### src/rtl/cond_exec_unit.sv
// Execute-stage conditional-execution unit: NZCV register, ARM condition decode,
// gated E->M control register and a saturating count of condition-failed instructions.
module cond_exec_unit #(
   parameter logic [3:0] RESET_FLAGS = 4'b0000,
   parameter int         CNT_W       = 16
) (
   input  logic             clk,
   input  logic             reset,
   input  logic             valid_e,
   input  logic             stall_e,
   input  logic             flush_e,
   input  logic [3:0]       cond_e,
   input  logic [3:0]       alu_flags_e,
   input  logic [1:0]       flag_write_e,
   input  logic             reg_write_e,
   input  logic             mem_write_e,
   input  logic             pcs_e,
   input  logic             clr_count,
   output logic [3:0]       flags_q,
   output logic             carry_q,
   output logic             cond_ex_e,
   output logic             pc_src_e,
   output logic             reg_write_m,
   output logic             mem_write_m,
   output logic             pcs_m,
   output logic             valid_m,
   output logic [CNT_W-1:0] squash_count
);

   logic [3:0]       flags_d;
   logic             reg_write_m_q, reg_write_m_d;
   logic             mem_write_m_q, mem_write_m_d;
   logic             pcs_m_q, pcs_m_d;
   logic             valid_m_q, valid_m_d;
   logic [CNT_W-1:0] squash_q, squash_d;
   logic             flag_n, flag_z, flag_c, flag_v;
   logic             live, commit;

   assign flag_n = flags_q[3];
   assign flag_z = flags_q[2];
   assign flag_c = flags_q[1];
   assign flag_v = flags_q[0];

   // Decode uses the registered flags only; same-cycle ALU flags are never forwarded.
   always_comb begin
      cond_ex_e = 1'b1;
      case (cond_e)
         4'h0:    cond_ex_e = flag_z;
         4'h1:    cond_ex_e = !flag_z;
         4'h2:    cond_ex_e = flag_c;
         4'h3:    cond_ex_e = !flag_c;
         4'h4:    cond_ex_e = flag_n;
         4'h5:    cond_ex_e = !flag_n;
         4'h6:    cond_ex_e = flag_v;
         4'h7:    cond_ex_e = !flag_v;
         4'h8:    cond_ex_e = flag_c & !flag_z;
         4'h9:    cond_ex_e = !flag_c | flag_z;
         4'hA:    cond_ex_e = (flag_n == flag_v);
         4'hB:    cond_ex_e = (flag_n != flag_v);
         4'hC:    cond_ex_e = !flag_z & (flag_n == flag_v);
         4'hD:    cond_ex_e = flag_z | (flag_n != flag_v);
         default: cond_ex_e = 1'b1;
      endcase
   end

   assign live     = valid_e & !flush_e & !stall_e;
   assign commit   = live & cond_ex_e;
   assign pc_src_e = commit & pcs_e;
   assign carry_q  = flags_q[1];

   always_comb begin
      flags_d       = flags_q;
      reg_write_m_d = reg_write_m_q;
      mem_write_m_d = mem_write_m_q;
      pcs_m_d       = pcs_m_q;
      valid_m_d     = valid_m_q;
      squash_d      = squash_q;

      if (commit && flag_write_e[1]) flags_d[3:2] = alu_flags_e[3:2];
      if (commit && flag_write_e[0]) flags_d[1:0] = alu_flags_e[1:0];

      // Flush inserts a bubble even when the stage is also stalled.
      if (flush_e) begin
         reg_write_m_d = 1'b0;
         mem_write_m_d = 1'b0;
         pcs_m_d       = 1'b0;
         valid_m_d     = 1'b0;
      end else if (!stall_e) begin
         reg_write_m_d = commit & reg_write_e;
         mem_write_m_d = commit & mem_write_e;
         pcs_m_d       = commit & pcs_e;
         valid_m_d     = commit;
      end

      if (clr_count) begin
         squash_d = '0;
      end else if (live && !cond_ex_e && !(&squash_q)) begin
         squash_d = squash_q + {{(CNT_W-1){1'b0}}, 1'b1};
      end
   end

   always_ff @(posedge clk or posedge reset) begin
      if (reset) begin
         flags_q       <= RESET_FLAGS;
         reg_write_m_q <= 1'b0;
         mem_write_m_q <= 1'b0;
         pcs_m_q       <= 1'b0;
         valid_m_q     <= 1'b0;
         squash_q      <= '0;
      end else begin
         flags_q       <= flags_d;
         reg_write_m_q <= reg_write_m_d;
         mem_write_m_q <= mem_write_m_d;
         pcs_m_q       <= pcs_m_d;
         valid_m_q     <= valid_m_d;
         squash_q      <= squash_d;
      end
   end

   assign reg_write_m  = reg_write_m_q;
   assign mem_write_m  = mem_write_m_q;
   assign pcs_m        = pcs_m_q;
   assign valid_m      = valid_m_q;
   assign squash_count = squash_q;

endmodule
### config.mk
export PLATFORM = sky130hd
export DESIGN_NAME = cond_exec_unit
export DESIGN_NICKNAME = d
export VERILOG_FILES = /design/src/rtl/cond_exec_unit.sv
export SDC_FILE = /design/constraint.sdc
export NUM_CORES = 1
export LEC_CHECK = 0
export BUFFER_PORTS_ARGS = -buffer_cell sky130_fd_sc_hd__buf_4
export CAP_MARGIN = 10
export CORE_UTILIZATION = 50
export CTS_CLUSTER_DIAMETER = 40
export DETAILED_ROUTE_END_ITERATION = 16
export PLACE_DENSITY = 0.76
export SLEW_MARGIN = 20
export SYNTH_ARGS = -nofsm -noshare
export SYNTH_HDL_FRONTEND = slang
export SYNTH_SLANG_ARGS = --single-unit
export TNS_END_PERCENT = 1
### constraint.sdc
create_clock -name clk -period 4.6 [get_ports clk]
set_input_delay 0.23 -clock clk [delete_from_list [all_inputs] [get_ports clk]]
set_output_delay 0.23 -clock clk [all_outputs]
set_load 0.02 [all_outputs]
==> impl_results.md <==
* FFs w/ async S/R, synth at between 90% and 100%
* First-pass iteration count of the detailed router at 4
* First-pass GRT wire length at roughly 5800 um
* PwrDens at between 300 and 400 mW/mm2
* Residual DRC at 0
* Antenna-violating nets left at 0
* Hold Path Class: input port to async pin
* Commonest non-fill, non-tap cell in the layout: buf_4
* Crit Path Category: flop to primary output
* Starting Density at 52.6%
* Final Hold Viols at 0
* Row count at 19
* TNS Setup at 0 ns
* Yosys warns at 0
* Synth Register Bits at 24
* Layout cells sized above 1 at 31.4%
* Sink Count at 24
* Slew margin rel. at about two fifths
* CTS tree: yes
* Status: finished, final reports clean
* Most frequent cells in the layout: buf_4, dfrtp_1, o31ai_1, or4_1, a21oi_1
* Antenna Cells at 0
* HPWL after detailed placement at roughly 2400 um
* Max-cap viol count at 0
* Instance area after placement at ~0.0018 mm2
* Post-CTS resize count at 0
* Non-filler cells, final at approximately 220
* Clk slew on worst S/H paths at between 0.1 and 0.15 ns
* Routed len/inst at approximately 15 um
* Syn Inst Count at 151
* CTS root buf: clkbuf_4
* Fin crit share at about three fifths
* Core area at approximately 0.0028 mm2
* Vias in the first global route at ~1.3k
* CTS Hold Buffers Added at 0
* Finish-stage setup viols at 0
* Critical Path RT at approximately 4.4 ns
* Pre-CTS setup slack at between 1.5 and 2 ns
* Sequential fraction of the synthesis area at approximately two fifths
* Largest net degree at the start of global routing at 28
* Die ar. at 0.00312 mm2
* Avg Cell Area, Syn at between 9 and 10 um2
* H-Tree Depth at 1
* Filler Cell Count at 241
* Max clock buf depth at 2
* Leakage power at 0.000818 uW
* Post-synth net total at about 170
* Antenna violations before repair at 0
* Skew final at around 0.00086 ns
* Dpl cells at 218
* Final Worst Setup Slack at 1.92 ns
* Final Instance Area at roughly 0.0018 mm2
* Max VDD drop at roughly 0.3 mV
* Vias at ~1.4k
* Critical Path End Type: primary output
* CP Launch Type: flop
* Sequential cell area at 601 um2
* Overflow after GRT at 0
* TritonCTS Buffers at 3
* Arrival time at the worst endpoint at about 2.5 ns
* Yosys cell types at between 40 and 50
* Setup bufs post-CTS at 0
* EDFF count, synth at 0
* Chip Height at 55.9 um
* Drt total wl at ~3400 um
* 1st-iter DRT viols at 55
* Die width at ~56 um
* Ys flop type: dfrtp_1
* Critical path fanouts, max at 7
* RSZ-0062 raised after global routing: no
* Area grow syn2layout at 26.0%
* Area of the multi-input gates at between 700 and 800 um2
* Placer's final routability congestion estimate at 0.918
* Clk Latency, worst-skew pair at 0.31 ns
* Period minus WS final at 2.68 ns
* Nets@finish at 212
* Fmax at ~370 MHz
* Slew Limit Fails at 0
* Synthesized cell area at 0.00145 mm2
* Fin util at approximately 66%
* # IOs at 46
* Vias per cell at slightly above 6
* Slew @ Worst Pin at 0.901 ns
* Gr usage total at 22.5%
* I/O Buffers at 45
registers in the layout, indices dropped and copies added, names as in the netlist:
name,cells
flags_q,4
reg_write_m,1
mem_write_m,1
squash_count,16
pcs_m,1
valid_m,1
synthesized netlist by cell type, types with 3 or more instances:
library cell,number,share of area (%)
nand2b_1,4,1.7
nand2_1,6,1.6
or4_1,12,6.2
nor2b_1,4,1.7
a21oi_1,12,4.1
clkbuf_1,3,0.78
nor2_1,7,1.8
dfrtp_1,24,41
and3_1,4,1.7
o31ai_1,12,6.2
mux2_2,7,5.4
nand3_1,10,3.4
a32o_1,3,2.1
inv_1,6,1.6
critical path, cell delays in order, from the launching register on:
cell	delay [ns]
dfrtp_1	0.48
xor2_1	0.20
a32o_1	0.29
o311ai_2	0.35
nand4_1	0.34
and3_1	0.32
buf_4	0.16
per-layer routing:
metal / track usage, % / part of all wire, %
met5: 0 / 0
met3: 2.33 / 3.2
met1: 31.4 / 45
met2: 38.4 / 51
met4: 4.18 / 0.56
cell type report:
type                       instances  share of cell area (%)
clock buffer                       3                    1.23
tap                               31                    2.12
multi-input combinational        112                    42.5
clock inverter                     1                    1.64
timing repair buffer              45                    18.5
inverter                           6                    1.23
sequential                        24                    32.8
cell families (layout without fill, tap and decap cells):
family,after synthesis,after routing,share of synthesized area [%]
XOR/XNOR,3,3,1.81
adder cells (fa/ha/maj),1,1,0.862
buffers and inverters,15,55,5.09
flip-flops,24,24,41.4
AO/OA/AOI/OAI,37,37,18.0
AND/OR/NAND/NOR,62,62,26.0
multiplexers,9,9,6.81
stage by stage:
stage	total power, uW	hold WS, ns
finish	598	0.0921
global route	623	0.127
CTS	602	0.132
detailed placement	448	0.469
global placement	439	0.463
floorplan	382	0.245
final timing paths:
check / from / endpoint / slack [ns] / depth (start not counted)
hold / removal: reset / pcs_m$_DFFE_PP0P_ / 0.09 / 2
max in group asynchronous: reset / squash_count[12]$_DFFE_PP0P_ / 3.96 / 2
hold reg to reg: pcs_m$_DFFE_PP0P_ / pcs_m$_DFFE_PP0P_ / 0.50 / 1
min in group clk: alu_flags_e[3] / flags_q[3]$_DFFE_PP0P_ / 0.14 / 2
setup / recovery: flags_q[3]$_DFFE_PP0P_ / pc_src_e / 1.92 / 6
setup reg to reg: flags_q[3]$_DFFE_PP0P_ / squash_count[3]$_DFFE_PP0P_ / 1.98 / 6
power by group:
| part | leakage, uW | switching [uW] | total, uW | internal [uW] |
|---|---|---|---|---|
| combinational | 0.000462 | 111 | 189 | 78.5 |
| sequential | 0.000328 | 26.8 | 255 | 228 |
| clock | 0.0000279 | 66.1 | 154 | 88.0 |
(Power assumes the default switching activity.)
